<file path="src/rtl/dcc_pkg.sv">
// rtl/dcc_pkg.sv - shared types and constants for the dcc packet framer
package dcc_pkg;

  typedef enum logic [2:0] {IDLE, PREAMBLE, START, DATA, END} dcc_state_e;

  localparam logic [7:0] DCC_IDLE_ADDR        = 8'hFF;
  localparam logic [7:0] DCC_IDLE_DATA        = 8'h00;
  localparam int         DCC_DEFAULT_PREAMBLE = 14;

  function automatic logic [2:0] dcc_clamp_len(input logic [2:0] len, input logic [2:0] max_len);
    if (len < 3'd2) return 3'd2;
    if (len > max_len) return max_len;
    return len;
  endfunction

endpackage

</file>
<file path="src/rtl/dcc_byte_shifter.sv">
// rtl/dcc_byte_shifter.sv - holds the bits of a byte still to follow the one on the line
module dcc_byte_shifter (
  input  logic       clk,
  input  logic       reset_n,
  input  logic       load,
  input  logic [7:0] load_byte,
  input  logic       shift,
  output logic       next_bit,
  output logic       last_bit
);

  // bit 7 goes straight onto the line at load, so only bits 6..0 are kept
  logic [6:0] rest;
  logic [2:0] cnt;

  always_ff @(posedge clk) begin
    if (!reset_n) begin
      rest <= '0;
      cnt  <= '0;
    end else if (load) begin
      rest <= load_byte[6:0];
      cnt  <= '0;
    end else if (shift) begin
      rest <= {rest[5:0], 1'b0};
      cnt  <= cnt + 3'd1;
    end
  end

  assign next_bit = rest[6];
  assign last_bit = (cnt == 3'd7);

endmodule

</file>
<file path="src/rtl/dcc_packet_framer.sv">
// rtl/dcc_packet_framer.sv - frames DCC packets (preamble, start bits, XOR byte, end bit) onto a bit stream
module dcc_packet_framer
  import dcc_pkg::*;
#(
  parameter int PREAMBLE_BITS = DCC_DEFAULT_PREAMBLE,
  parameter int MAX_BYTES     = 5,
  parameter int IDLE_FILL     = 1
) (
  input  logic                   clk,
  input  logic                   reset_n,
  input  logic                   pkt_valid,
  output logic                   pkt_ready,
  input  logic [2:0]             pkt_len,
  input  logic [8*MAX_BYTES-1:0] pkt_data,
  output logic                   bit_valid,
  input  logic                   bit_ready,
  output logic                   bit_data,
  output logic                   busy,
  output logic                   len_err,
  output logic                   idle_sent
);

  localparam int         PRE_W   = $clog2(PREAMBLE_BITS + 1);
  localparam logic [2:0] MAX_LEN = 3'(MAX_BYTES);

  dcc_state_e       state;
  logic [PRE_W-1:0] pre_cnt;
  logic [2:0]       byte_idx;
  logic [2:0]       len_q;
  logic             is_idle;
  // data bytes followed by the error byte at index len_q
  logic [7:0]       pkt_bytes [8];

  logic [63:0] data_ext;
  logic [2:0]  len_c;
  logic [7:0]  err_c;
  logic [7:0]  cur_byte;
  logic        xfer;
  logic        sh_load;
  logic        sh_shift;
  logic        sh_next_bit;
  logic        sh_last_bit;

  assign data_ext = 64'(pkt_data);
  assign cur_byte = pkt_bytes[byte_idx];
  assign xfer     = bit_valid && bit_ready;
  assign sh_load  = xfer && (state == START);
  assign sh_shift = xfer && (state == DATA) && !sh_last_bit;

  always_comb begin
    len_c = dcc_clamp_len(pkt_len, MAX_LEN);
    err_c = '0;
    for (int i = 0; i < 8; i++) begin
      if (3'(i) < len_c) err_c = err_c ^ data_ext[8*i +: 8];
    end
  end

  dcc_byte_shifter u_shifter (
    .clk       (clk),
    .reset_n   (reset_n),
    .load      (sh_load),
    .load_byte (cur_byte),
    .shift     (sh_shift),
    .next_bit  (sh_next_bit),
    .last_bit  (sh_last_bit)
  );

  always_ff @(posedge clk) begin
    if (!reset_n) begin
      state     <= IDLE;
      pkt_ready <= 1'b0;
      bit_valid <= 1'b0;
      bit_data  <= 1'b1;
      busy      <= 1'b0;
      len_err   <= 1'b0;
      idle_sent <= 1'b0;
      pre_cnt   <= '0;
      byte_idx  <= '0;
      len_q     <= 3'd2;
      is_idle   <= 1'b0;
    end else begin
      len_err   <= 1'b0;
      idle_sent <= 1'b0;
      case (state)
        IDLE: begin
          if (!pkt_ready) begin
            pkt_ready <= 1'b1;
          end else if (pkt_valid || (IDLE_FILL != 0)) begin
            if (pkt_valid) begin
              for (int i = 0; i < 8; i++) begin
                pkt_bytes[i] <= (3'(i) < len_c)  ? data_ext[8*i +: 8] :
                                (3'(i) == len_c) ? err_c : 8'h00;
              end
              len_q   <= len_c;
              len_err <= (pkt_len != len_c);
              is_idle <= 1'b0;
            end else begin
              pkt_bytes[0] <= DCC_IDLE_ADDR;
              pkt_bytes[1] <= DCC_IDLE_DATA;
              pkt_bytes[2] <= DCC_IDLE_ADDR ^ DCC_IDLE_DATA;
              len_q        <= 3'd2;
              is_idle      <= 1'b1;
            end
            state     <= PREAMBLE;
            pkt_ready <= 1'b0;
            bit_valid <= 1'b1;
            bit_data  <= 1'b1;
            busy      <= 1'b1;
            pre_cnt   <= '0;
            byte_idx  <= '0;
          end
        end
        PREAMBLE: if (xfer) begin
          if (pre_cnt == PRE_W'(PREAMBLE_BITS - 1)) begin
            state    <= START;
            bit_data <= 1'b0;
          end else begin
            pre_cnt  <= pre_cnt + PRE_W'(1);
            bit_data <= 1'b1;
          end
        end
        START: if (xfer) begin
          state    <= DATA;
          bit_data <= cur_byte[7];
        end
        DATA: if (xfer) begin
          if (!sh_last_bit) begin
            bit_data <= sh_next_bit;
          end else if (byte_idx == len_q) begin
            state    <= END;
            bit_data <= 1'b1;
          end else begin
            byte_idx <= byte_idx + 3'd1;
            state    <= START;
            bit_data <= 1'b0;
          end
        end
        END: if (xfer) begin
          state     <= IDLE;
          bit_valid <= 1'b0;
          busy      <= 1'b0;
          pkt_ready <= 1'b1;
          idle_sent <= is_idle;
        end
        default: state <= IDLE;
      endcase
    end
  end

endmodule

</file>
<file path="config.mk">
export PLATFORM = sky130hd
export DESIGN_NAME = dcc_packet_framer
export DESIGN_NICKNAME = d
export VERILOG_FILES = /design/src/rtl/dcc_pkg.sv /design/src/rtl/dcc_byte_shifter.sv /design/src/rtl/dcc_packet_framer.sv
export SDC_FILE = /design/constraint.sdc
export NUM_CORES = 1
export LEC_CHECK = 0
export BUFFER_PORTS_ARGS = -buffer_cell sky130_fd_sc_hd__buf_2
export CAP_MARGIN = 10
export CORE_UTILIZATION = 50
export DETAILED_ROUTE_END_ITERATION = 6
export HOLD_SLACK_MARGIN = 0.1
export PLACE_DENSITY = 0.7
export SYNTH_ARGS = -nofsm -noshare
export SYNTH_HDL_FRONTEND = slang
export SYNTH_SLANG_ARGS = --single-unit
</file>
<file path="constraint.sdc">
create_clock -name clk -period 6.74 [get_ports clk]
set_input_delay 0.674 -clock clk [delete_from_list [all_inputs] [get_ports clk]]
set_output_delay 0.674 -clock clk [all_outputs]
set_load 0.02 [all_outputs]
</file>
==> reports/results.ini <==
[flow_run]
drv_cap=0

[cells_and_area]
ff_latch_area_um2=2322
final_common_cell=nand2_1
final_cell_mix=82 x nand2_1, 56 x dfxtp_1, 52 x buf_2, 40 x edfxtp_1, 29 x o21ai_0
multi_input_area_um2=2261
drive_gt1_frac=0.1876
area_growth_pct=11.76
nNetsFinal=548
fillers=763
antenna-diode-count=0
layout.cells.non_filler=609

[floorplanning]
ios=53
die-area_um2=9714
core_area_um2=8891
fp.dieW_um=98.56
initial_core_util=0.5243
core.rowCount=34
dieHeight_um=98.56

[synth]
synth_cell_types=55
synth_edf_count=40
synth_area_um2=4662
synthFlopType=dfxtp_1
yosys_warnings=0
synthTopCellsByArea=edfxtp_1 26%, dfxtp_1 24%, mux4_2 7.7%
ys_ff_latch=96
synth_area_per_cell_um2=10.52
yosys.area.top_type=edfxtp_1
syn_inst=443
yosys.area.top_type_share=0.2576
synthArstFlopShare=0
ys_seq_area_frac=0.4981

[critical_path]
cp.required_ns=6.72
worstPathCellList=nor4b_4 -> nand2_1 -> nor2_4
endpoint=pkt_bytes[5][7]$_SDFFCE_PN0P_
reg2reg_depth=3
critPathSlowestCell=nor2_4
reg2reg_from=state[1]$_SDFFE_PN0P_
start_kind=register
crit_start=state[1]$_SDFFE_PN0P_
critPathMaxFanout=40
r2r-end=pkt_bytes[5][7]$_SDFFCE_PN0P_
end_kind=register
reg2reg_slack_ns=3.89
crit_arrival_ns=2.83
slowest_delay_ns=1.01
worstSetupPathType=reg -> reg

[sta]
slew_violations=0
fin_worst_skew_ns=0.01224
max_slew.worst_pin.slew_ns=1.111
slew_headroom=0.2572
worst_slack_ns=3.894
rsz0062_at_grt=false
fin_crit_ns=2.846
finalCritPeriodShare=0.4223
clock.fmax_mhz=351.3
setup_viol=0
tns_ns=0
hold_viol=0

[cts]
cts.repair.resized=0
cts_buffer_depth=2
cts_setup_buffers=0
clock-root-buffer=clkbuf_8
clk_pin_slew_worst_paths_ns=0.09
clock_latency_ns=0.37
cts_buffers=9
cts_hold_buf=0
h-tree-depth=3
clkSinkCount=96
cts_tree=yes

[status]
status=complete, no violations

[min_path]
hold_class=reg -> reg

[routing]
vias=3506
firstDrtPassIters=5
wire_per_inst_um=17.26
drt_wl_total_um=10510
via_per_inst=5.757
drtIter0Drc=188
ant_nets=0
drc=0

[grt]
track_usage=0.2299
grt_pass1_wl_um=16990
antenna_found_initial=0
overflow=0
grt_max_degree=41
grt_pass1_vias=3436

[pwr]
p_per_area_nw_per_um2=258.2
switching_share=0.2734
seq_power_share=0.520
p_sw_w=0.0003677
cellInternalPower_w=0.0009773
peakVddDrop_v=0.0001035
combPwrFrac=0.174
pwr-share-clk=0.307
leakagePower_nw=1.925

[place]
place_inst=593
hpwlAfterDp_um=7267
dp_slack_ns=3.792
place_congestion=0.8361
port_buffers=52

cell type report:
class | instances | share of cell area
flip-flops and latches | 96 | 0.4457
clock inverters | 7 | 0.01633
multi-input cells | 332 | 0.4340
clock buffers | 9 | 0.02378
inverters | 4 | 0.002882
well taps | 108 | 0.02594
repair buffers | 53 | 0.05139
synth_stat cells (all sizes together), types with 8 or more instances:
| master | number |
|---|---|
| nand2 | 83 |
| dfxtp | 56 |
| edfxtp | 40 |
| o21ai | 31 |
| a21oi | 26 |
| nand3 | 25 |
| nor2 | 18 |
| xor2 | 18 |
| mux2i | 16 |
| mux4 | 16 |
| buf | 13 |
| clkbuf | 13 |
| xnor2 | 12 |
| nand2b | 8 |
| o22a | 8 |
worst min-delay path by stage:
| stage | from | to | slack (ns) | cells after the start |
|---|---|---|---|---|
| CTS | pkt_bytes[0][0]$_SDFFE_PP1P_ | pkt_bytes[0][0]$_SDFFE_PP1P_ | 0.44 | 2 |
| global placement | pkt_bytes[0][7]$_SDFFE_PP1P_ | pkt_bytes[0][7]$_SDFFE_PP1P_ | 0.42 | 2 |
| global route | pkt_bytes[1][5]$_SDFFE_PP0P_ | pkt_bytes[1][5]$_SDFFE_PP0P_ | 0.46 | 2 |
| finish | pkt_bytes[0][0]$_SDFFE_PP1P_ | pkt_bytes[0][0]$_SDFFE_PP1P_ | 0.44 | 2 |
| detailed placement | pkt_bytes[0][0]$_SDFFE_PP1P_ | pkt_bytes[0][0]$_SDFFE_PP1P_ | 0.43 | 2 |
| floorplan | pkt_bytes[1][0]$_SDFFE_PP0P_ | pkt_bytes[1][0]$_SDFFE_PP0P_ | 0.41 | 2 |
per-layer routing:
layer,GRT usage,vias up,wire length [µm]
met5,0,-,0
met4,0.09644,0,102
met3,0.02766,7,503
met2,0.4063,88,5422
met1,0.2859,1701,4486
li1,-,1710,-
state kept, by name, indices dropped and copies added, names as in the netlist, 3 cells and up, named ones only:
register        cells
pkt_bytes          64
u_shifter.rest      7
pre_cnt             4
byte_idx            3
len_q               3
state               3
u_shifter.cnt       3
worst max-delay path, delay by kind of cell (launching register included):
kind / cells / cell delay, ns
and+or+nand+nor: 3 / 1.99
DFF: 1 / 0.46
cells by family (layout without fill, tap and decap cells):
| group | after synthesis | count (layout) | synth area share |
|---|---|---|---|
| mux | 33 | 33 | 0.1141 |
| buf+inv | 30 | 73 | 0.03059 |
| fa+ha+maj | 5 | 5 | 0.01342 |
| xor+xnor | 30 | 30 | 0.05636 |
| other cells | 1 | 16 | 0.0008044 |
| flops | 96 | 96 | 0.4981 |
| simple gates | 153 | 153 | 0.1559 |
| compound gates | 95 | 95 | 0.1307 |
power by group through the flow:
| stage | Sequential, W | Clock, W | Combinational (W) |
|---|---|---|---|
| global placement | 0.000707 | 0 | 0.000226 |
| detailed placement | 0.000711 | 0 | 0.000233 |
| finish | 0.000699 | 0.000413 | 0.000233 |
| CTS | 0.000698 | 0.000414 | 0.000234 |
| floorplan | 0.000701 | 0 | 0.000173 |
| global route | 0.000705 | 0.000441 | 0.000258 |
stage by stage:
stage | power, W | hold slack [ns] | area (µm²) | utilization
5_1_grt | 0.001404 | 0.4603 | 5210 | 0.5860
3_3_place_gp | 0.0009340 | 0.4187 | 5001 | 0.5625
6_report | 0.001345 | 0.4398 | 5210 | 0.5860
2_1_floorplan | 0.0008744 | 0.4102 | 4718 | -
3_5_place_dp | 0.0009448 | 0.4289 | 5001 | 0.5625
4_1_cts | 0.001347 | 0.4410 | 5210 | 0.5860
No activity file was read; power rests on OpenSTA's default activity.
